### src/rtl/cordic_rotate_fsm_pkg.sv
// Shared definitions for the rotation-mode and phase-extraction CORDIC blocks:
// controller state encoding, gain-compensated start vector and the pi/2 phase constant.
package cordic_rotate_fsm_pkg;

    typedef enum logic [1:0] {
        ST_IDLE    = 2'd0,
        ST_ITERATE = 2'd1,
        ST_DONE    = 2'd2
    } cordic_state_e;

    // pi/2 in phase units: the full signed phase range spans [-pi, pi).
    function automatic longint cordic_half_pi(input int unsigned phase_w);
        return longint'(1) << (phase_w - 2);
    endfunction

    // Start vector magnitude: full scale pre-multiplied by 1/K (K = CORDIC gain),
    // rounded to nearest, so the rotated vector lands at full scale.
    function automatic longint cordic_x0(input int unsigned out_w);
        longint full_scale;
        full_scale = (longint'(1) << (out_w - 1)) - 1;
        return (full_scale * 64'sd6072529350 + 64'sd5000000000) / 64'sd10000000000;
    endfunction

endpackage

### src/rtl/cordic_sat.sv
// Signed clamp to a symmetric range [-(2^(OUT_W-1)-1), 2^(OUT_W-1)-1].
module cordic_sat #(
    parameter int IN_W  = 26,
    parameter int OUT_W = 24
) (
    input  logic signed [IN_W-1:0]  in_i,
    output logic signed [OUT_W-1:0] out_o
);

    localparam logic signed [IN_W-1:0] MAX_V = IN_W'((longint'(1) << (OUT_W - 1)) - 1);
    localparam logic signed [IN_W-1:0] MIN_V = -MAX_V;

    // Clamp the wide accumulator into the output width; the most negative code is never produced.
    always_comb begin
        if (in_i > MAX_V) begin
            out_o = MAX_V[OUT_W-1:0];
        end else if (in_i < MIN_V) begin
            out_o = MIN_V[OUT_W-1:0];
        end else begin
            out_o = in_i[OUT_W-1:0];
        end
    end

endmodule

### src/rtl/cordic_rotate_fsm.sv
// Iterative rotation-mode CORDIC: computes cos/sin of a signed phase with one
// micro-rotation per clock, controlled by an IDLE/ITERATE/DONE state machine.
module cordic_rotate_fsm
    import cordic_rotate_fsm_pkg::*;
#(
    parameter int PHASE_WIDTH = 26,
    parameter int OUT_WIDTH   = 24,
    parameter int ITERATIONS  = OUT_WIDTH
) (
    input  logic                          clk_i,
    input  logic                          reset_i,
    input  logic                          start_i,
    input  logic signed [PHASE_WIDTH-1:0] phi_i,
    input  logic signed [PHASE_WIDTH-1:0] angle_table_i [ITERATIONS],
    output logic signed [OUT_WIDTH-1:0]   cos_o,
    output logic signed [OUT_WIDTH-1:0]   sin_o,
    output logic                          busy_o,
    output logic                          done_o
);

    localparam int XY_W  = OUT_WIDTH + 2;
    localparam int Z_W   = PHASE_WIDTH + 1;
    localparam int CNT_W = (ITERATIONS > 1) ? $clog2(ITERATIONS) : 1;

    localparam logic signed [XY_W-1:0] X0      = XY_W'(cordic_x0(OUT_WIDTH));
    localparam logic signed [Z_W-1:0]  HALF_PI = Z_W'(cordic_half_pi(PHASE_WIDTH));
    localparam logic [CNT_W-1:0]       LAST    = CNT_W'(ITERATIONS - 1);

    cordic_state_e            state_q;
    logic [CNT_W-1:0]         cnt_q;
    logic signed [XY_W-1:0]   x_q, y_q;
    logic signed [Z_W-1:0]    z_q;
    logic signed [OUT_WIDTH-1:0] cos_q, sin_q;
    logic                     busy_q, done_q;

    logic signed [Z_W-1:0]    phi_ext;
    logic signed [XY_W-1:0]   x_init, y_init;
    logic signed [Z_W-1:0]    z_init;
    logic signed [XY_W-1:0]   x_sh, y_sh;
    logic signed [Z_W-1:0]    ang;
    logic signed [XY_W-1:0]   x_d, y_d;
    logic signed [Z_W-1:0]    z_d;
    logic signed [OUT_WIDTH-1:0] cos_sat, sin_sat;

    // Quadrant pre-rotation folds the phase into [-pi/2, pi/2) where CORDIC converges.
    always_comb begin
        phi_ext = {phi_i[PHASE_WIDTH-1], phi_i};
        x_init  = X0;
        y_init  = '0;
        z_init  = phi_ext;
        if (phi_ext >= HALF_PI) begin
            x_init = '0;
            y_init = X0;
            z_init = phi_ext - HALF_PI;
        end else if (phi_ext < -HALF_PI) begin
            x_init = '0;
            y_init = -X0;
            z_init = phi_ext + HALF_PI;
        end
    end

    // One micro-rotation; direction follows the sign of the residual angle.
    always_comb begin
        x_sh = x_q >>> cnt_q;
        y_sh = y_q >>> cnt_q;
        ang  = {angle_table_i[cnt_q][PHASE_WIDTH-1], angle_table_i[cnt_q]};
        if (z_q[Z_W-1] == 1'b0) begin
            x_d = x_q - y_sh;
            y_d = y_q + x_sh;
            z_d = z_q - ang;
        end else begin
            x_d = x_q + y_sh;
            y_d = y_q - x_sh;
            z_d = z_q + ang;
        end
    end

    cordic_sat #(
        .IN_W  (XY_W),
        .OUT_W (OUT_WIDTH)
    ) u_sat_cos (
        .in_i  (x_q),
        .out_o (cos_sat)
    );

    cordic_sat #(
        .IN_W  (XY_W),
        .OUT_W (OUT_WIDTH)
    ) u_sat_sin (
        .in_i  (y_q),
        .out_o (sin_sat)
    );

    // Controller, datapath registers and registered outputs; reset aborts any request in flight.
    always_ff @(posedge clk_i or posedge reset_i) begin
        if (reset_i) begin
            state_q <= ST_IDLE;
            cnt_q   <= '0;
            x_q     <= '0;
            y_q     <= '0;
            z_q     <= '0;
            cos_q   <= '0;
            sin_q   <= '0;
            busy_q  <= 1'b0;
            done_q  <= 1'b0;
        end else begin
            done_q <= 1'b0;
            case (state_q)
                ST_IDLE: begin
                    if (start_i) begin
                        state_q <= ST_ITERATE;
                        busy_q  <= 1'b1;
                        cnt_q   <= '0;
                        x_q     <= x_init;
                        y_q     <= y_init;
                        z_q     <= z_init;
                    end
                end
                ST_ITERATE: begin
                    x_q <= x_d;
                    y_q <= y_d;
                    z_q <= z_d;
                    if (cnt_q == LAST) begin
                        state_q <= ST_DONE;
                        cnt_q   <= '0;
                    end else begin
                        cnt_q <= cnt_q + 1'b1;
                    end
                end
                ST_DONE: begin
                    cos_q   <= cos_sat;
                    sin_q   <= sin_sat;
                    done_q  <= 1'b1;
                    busy_q  <= 1'b0;
                    state_q <= ST_IDLE;
                end
                default: begin
                    state_q <= ST_IDLE;
                    busy_q  <= 1'b0;
                    cnt_q   <= '0;
                end
            endcase
        end
    end

    assign cos_o  = cos_q;
    assign sin_o  = sin_q;
    assign busy_o = busy_q;
    assign done_o = done_q;

endmodule

### config.mk
export PLATFORM = sky130hd
export DESIGN_NAME = cordic_rotate_fsm
export DESIGN_NICKNAME = d
export VERILOG_FILES = /design/src/rtl/cordic_rotate_fsm_pkg.sv /design/src/rtl/cordic_sat.sv /design/src/rtl/cordic_rotate_fsm.sv
export SDC_FILE = /design/constraint.sdc
export NUM_CORES = 1
export LEC_CHECK = 0
export BUFFER_PORTS_ARGS = -buffer_cell sky130_fd_sc_hd__buf_4
export CAP_MARGIN = 40
export CORE_AREA = 2 2 275 277
export DETAILED_ROUTE_END_ITERATION = 8
export DIE_AREA = 0 0 277 279
export PLACE_DENSITY_LB_ADDON = 0.1
export SLEW_MARGIN = 20
export SYNTH_ARGS = -nofsm -noshare
export SYNTH_HDL_FRONTEND = slang
export SYNTH_SLANG_ARGS = --single-unit
### constraint.sdc
create_clock -name clk_i -period 10.99 [get_ports clk_i]
set_input_delay 2.198 -clock clk_i [delete_from_list [all_inputs] [get_ports clk_i]]
set_output_delay 2.198 -clock clk_i [all_outputs]
set_load 0.1 [all_outputs]
Word level (Yosys, flattened, before mapping):

Cells that the tools add are included.

* reductions and logical operators: 6
* shifts and indexed selects: 2
* add/sub/neg operators: 9
* muxes and demuxes: 31
* bitwise operators: 3
* equality and inequality tests: 5
* magnitude comparators: 7

Operator list (count)
* 26-bit two-way mux: 8
* 26-bit binary-select mux with 5-bit select: 1
* 27-bit two-way mux: 4
* 26-bit one-hot mux with 2 select lines: 2
* 24-bit two-way mux: 4
* 27-bit one-hot mux with 2 select lines: 1
* 26-bit adder: 2
* 26-bit by 24-bit greater-than comparator with 1-bit output (second input constant): 2
* 26-bit by 24-bit < comparator with 1-bit output (second input constant): 2
* 26-bit by 5-bit >>> shifter with 26-bit output: 2
* 26-bit subtractor: 2
* 23-bit two-way mux: 2
* 26-bit by 26-bit adder with 27-bit output (second input constant): 1
* 27-bit by 26-bit adder with 27-bit output: 1
* 26-bit by 26-bit subtractor with 27-bit output (second input constant): 1
* 27-bit by 26-bit subtractor with 27-bit output: 1
* 26-bit >= comparator (second input constant): 1
* 26-bit by 25-bit < comparator with 1-bit output (second input constant): 1
* 5-bit one-hot mux with 3 select lines: 1
* 5-bit two-way mux: 2
* 2-bit AND reduction: 4
* 6-bit >= comparator (second input constant): 1
* 5-bit inverter with 6-bit output: 1
* 5-bit by 1-bit adder with 5-bit output (second input constant): 1
* 11 further kinds: 15

* output and inout port bits: 50
* flip-flop bits (word level): 136

Depth between registers and ports, before layout:

* word-level depth: 7
* gate-level depth with buffers: 27
* depth with buffers taken out: 21

By module:

A second synthesis with hierarchy kept.

* cell total of the unflattened synthesis: 2137
* area, all modules: 20310.7 um2

By module, submodules not included
* cordic_rotate_fsm: cells each 1953, area each 19237.2 um2, instances 1
* cordic_sat: cells each 92, area each 536.8 um2, instances 2

Least setup slack after synthesis:

No wires, ideal clock.

* path type: input -> register
* from: input port angle_table_i[469] (netlist bit)
* to: register z_q[25]
* slack: 4.680 ns
* arrival time: 6.194 ns
* stages on the path: 20
* data required time: 10.874 ns
* setup time: 0.116 ns
* cells stage by stage: mux4_2 -> nand2_1 -> nand3_1 -> a31oi_1 -> ha_1 -> inv_1 -> nor4_2 -> and4_1 -> a21oi_1 -> xnor2_1 -> ha_1 -> a21o_1 -> a21o_1 -> a21oi_1 -> o21ai_0 -> a31o_2 -> a311oi_1 -> nor2b_1 -> a211o_1 -> o311ai_0

* cells in the longest elaborated chain, start to end: 6
* elaborated cells on any way between the ends: 7
* classes of those cells: add/sub: 2; mux: 5

RTL lines
* from (decl): RTL line cordic_rotate_fsm.sv:14 `input logic signed [PHASE_WIDTH-1:0] angle_table_i [ITERATIONS],`
* 26-bit binary-select mux with 5-bit select (*): RTL line cordic_rotate_fsm.sv:66 `ang = {angle_table_i[cnt_q][PHASE_WIDTH-1], angle_table_i[cnt_q]};`
* 26-bit two-way mux (implied by the code) (*) (2 in a row): RTL line cordic_rotate_fsm.sv:66
* 27-bit by 26-bit subtractor with 27-bit output / 27-bit by 26-bit adder with 27-bit output (equally long branches): RTL line cordic_rotate_fsm.sv:70, cordic_rotate_fsm.sv:74
* 27-bit two-way mux (*): RTL line cordic_rotate_fsm.sv:67 `if (z_q[Z_W-1] == 1'b0) begin`
* 27-bit one-hot mux with 2 select lines (*): RTL line cordic_rotate_fsm.sv:108 `case (state_q)`
* to (signal assigned): RTL line cordic_rotate_fsm.sv:116 `z_q <= z_init;`
* to (signal assigned): RTL line cordic_rotate_fsm.sv:122 `z_q <= z_d;`
* to (decl): RTL line cordic_rotate_fsm.sv:32 `logic signed [Z_W-1:0] z_q;`

Mark *: on every way between the ends. The rest lies on a longest branch, timed or not. The select of a mux whose other input is x is not followed.
A chain may end at the register's enable or synchronous reset.

Worst setup path after layout:

* from: input port angle_table_i[417] (netlist bit)
* to: register z_q[25]

The elaborated chain is that of the path after synthesis.

==> metrics.md <==
| Metric | Value |
|---|---|
| Slew headroom | 0.4062 |
| TritonCTS buffer count | 17 |
| Crit path launch type | primary input |
| Worst-path fanout max | 6 |
| Seq cells post-synth | around 140 |
| Gr usage total | 0.3166 |
| First-pass GRT wire length | 172500 um |
| Main synth FF type | dfrtp_1 |
| FP Rows | 100 |
| Synthesized cell area | 19510 um^2 |
| Setup Fix Bufs, Post-CTS | 0 |
| Post-cts hold buffer count | 0 |
| Root buffer cell | clkbuf_16 |
| Port bufs | 702 |
| Worst Hold Class | reg2reg |
| Iteration-0 DRC Markers | just under 2k |
| Starting Density | 0.2634 |
| Yosys Warn Count | 0 |
| I/O pin count | 703 |
| Final wirelength | 125500 um |
| Asr flop ratio synth | 1.000 |
| CTS sink cnt | 136 |
| Antenna-violating nets left | 0 |
| Pin count of the biggest net entering global routing | between 100 and 150 |
| Max Slew Vio Count | 0 |
| M1 GR Usage | 0.4072 |
| Worst path required time | ~11 ns |
| Die Wd | 277 um |
| Largest cells by area after synthesis | mux4_2, dfrtp_1, mux2i_1 |
| Number of vias per cell | 5.733 |
| Top-count cell post-synth | nand2_1 |
| Mapped Avg Cell Area | 8.885 um^2 |
| Sequential-to-total area share from yosys stat | 0.1744 |
| Reg clk slew, reported paths | 0.07 ns |
| Fillers | 7739 |
| Distinct cells, synth | 95 |
| Setup violations, final | 0 |
| Setup TNS | 0 ns |
| Core area | roughly 74000 um^2 |
| Max Clock Skew | 0.02694 ns |
| Max cap viols | 0 |
| Worst slew pin tran | 0.8907 ns |
| Fmax | 141.7 MHz |
| Syn nets | 2940 |
| Post-synth EDFFs | 0 |
| First-pass iteration count of the detailed router | 6 |
| Final worst path period share | 0.6420 |
| Fin nets | 3546 |
| DR WL/cell | 33.02 um |
| Synth area leader | mux4_2 |
| Multi-input logic area | approximately 15000 um^2 |
| Tmin final | roughly 7.1 ns |
| Gr busiest metal | met2 |
| Die H | 279 um |
| Gr ovfl total | 0 |
| Arr. time, crit path | roughly 7.4 ns |
| Htree depth | 4 |
| Synth top area share | 0.1951 |
| Initial antenna violation count | 31 |
| CTS resizes | 0 |
| Post-DP HPWL | approximately 100000 um |
| DR vias | between 20k and 25k |
| Share of cells above drive strength 1 | 0.3631 |
| Met3 GRT Util | 0.06786 |
| Clock latency on the worst-skew pair | 0.50 ns |
| CTS tree | done |
| Fin. Hold Viols | 0 |
| Setup crit end kind | flip-flop |
| Post-synth top cells | nand2_1, nor2_1, a21oi_1 |
| RSZ-0062 raised after global routing | false |
| Die Area | about 77000 um^2 |
| CP Class | in2reg |
| Area Growth Syn to Fin | 34.99% |
| Vias in the first global route | 21.68k |
| Synth Instances | 2196 |
| Register area | 3416 um^2 |
| DR DRC count | 0 |
| Status | completed |
| Maximum root-to-sink buffer count | 2 |
| Met2 Use GR | 0.5389 |
| Routability congestion estimate | between 0.9 and 1 |
## sequential cells by signal (all words and copies together) (netlist names)
signal	flops
y_q	26
sin_o	24
x_q	26
cos_o	24
done_o	1
state_q	2
cnt_q	5
z_q	27
busy_o	1
## cells in the final DEF (no fill, tap or decap), drive strengths merged, types with 9 or more instances in the layout
cell type  netlist  final
a211oi          31     31
diode            0     15
ha              88     88
mux2            14     14
nor3            33     33
and2            20     20
mux2i          169    169
clkbuf          88     18
buf             78    752
o211ai          14     14
nor4            20     20
a31o            13     13
inv             46     51
nand2          237    237
and3            22     22
nor2b           17     17
mux4           169    169
xor2            57     57
nor2           197    197
a21o            51     51
o22ai           34     34
nand3           30     30
a21oi          195    195
o21bai          11     11
a22oi           43     43
dfrtp          136    136
a31oi           43     43
o2111ai          9      9
nand4           12     12
a311oi           9      9
o21a            11     11
xnor2           76     76
o21ai           97     97
## final timing paths
kind | start | to | slack [ns] | cells past startpoint
min in group asynchronous | reset_i | x_q[4] | 1.69 | 2
worst min-delay path | cos_o[18] | cos_o[18] | 0.48 | 2
worst max-delay path | angle_table_i[417] | z_q[25] | 3.93 | 21
worst min register to register | cos_o[18] | cos_o[18] | 0.48 | 2
worst max register to register | cnt_q[2] | y_q[25] | 4.12 | 20
max in group asynchronous | reset_i | cnt_q[0] | 8.14 | 3
## metal layers
layer / vias to the layer above / share of wire
li1: 9633 / -
met1: 11010 / 0.42
met2: 1049 / 0.49
met3: 84 / 0.074
met4: 0 / 0.020
met5: - / 0
## per-stage QoR
stage	area, um^2	worst slack [ns]	instances	utilization	hold slack [ns]
after CTS	26240	3.933	3780	0.3543	0.4872
after global placement	25490	3.601	3740	0.3442	0.4693
final	26340	3.934	3799	0.3556	0.4839
after detailed placement	25620	3.518	3748	0.3459	0.4737
after global routing	26330	3.667	3797	0.3555	0.5075
after floorplan	19510	4.680	2196	-	0.4904
## logic make-up after synthesis
kind of cell,share of synthesized area
AO/OA/AOI/OAI,0.2125
multiplexers,0.2899
buffers and inverters,0.05534
adder cells (fa/ha/maj),0.05951
flip-flops,0.1744
XOR/XNOR,0.05970
AND/OR/NAND/NOR,0.1487
## critical path, stage by stage
cell      delay [ns]
buf_4           0.12
mux4_2          0.46
nand2_1         0.08
nand3_1         0.36
a31oi_1         0.48
ha_1            0.24
inv_1           0.07
nor4_2          0.52
and4_1          0.37
a21oi_1         0.11
xnor2_1         0.16
ha_1            0.37
a21o_1          0.21
a21o_1          0.18
a21oi_1         0.15
o21ai_0         0.10
a31o_2          0.26
a311oi_1        0.42
nor2b_1         0.16
a211o_1         0.29
o311ai_0        0.10
## cell type report
class | count | area share
multi-input cells | 1845 | 0.5728
repair buffers | 753 | 0.2194
flip-flops and latches | 136 | 0.1297
well taps | 969 | 0.04603
clock buffers | 17 | 0.01615
clock inverters | 15 | 0.007268
inverters | 49 | 0.007173
diodes | 15 | 0.001425
Power is left out: the tool's default activity adds up to more than one toggle a clock period on the data nets, which glitch-free logic cannot reach.
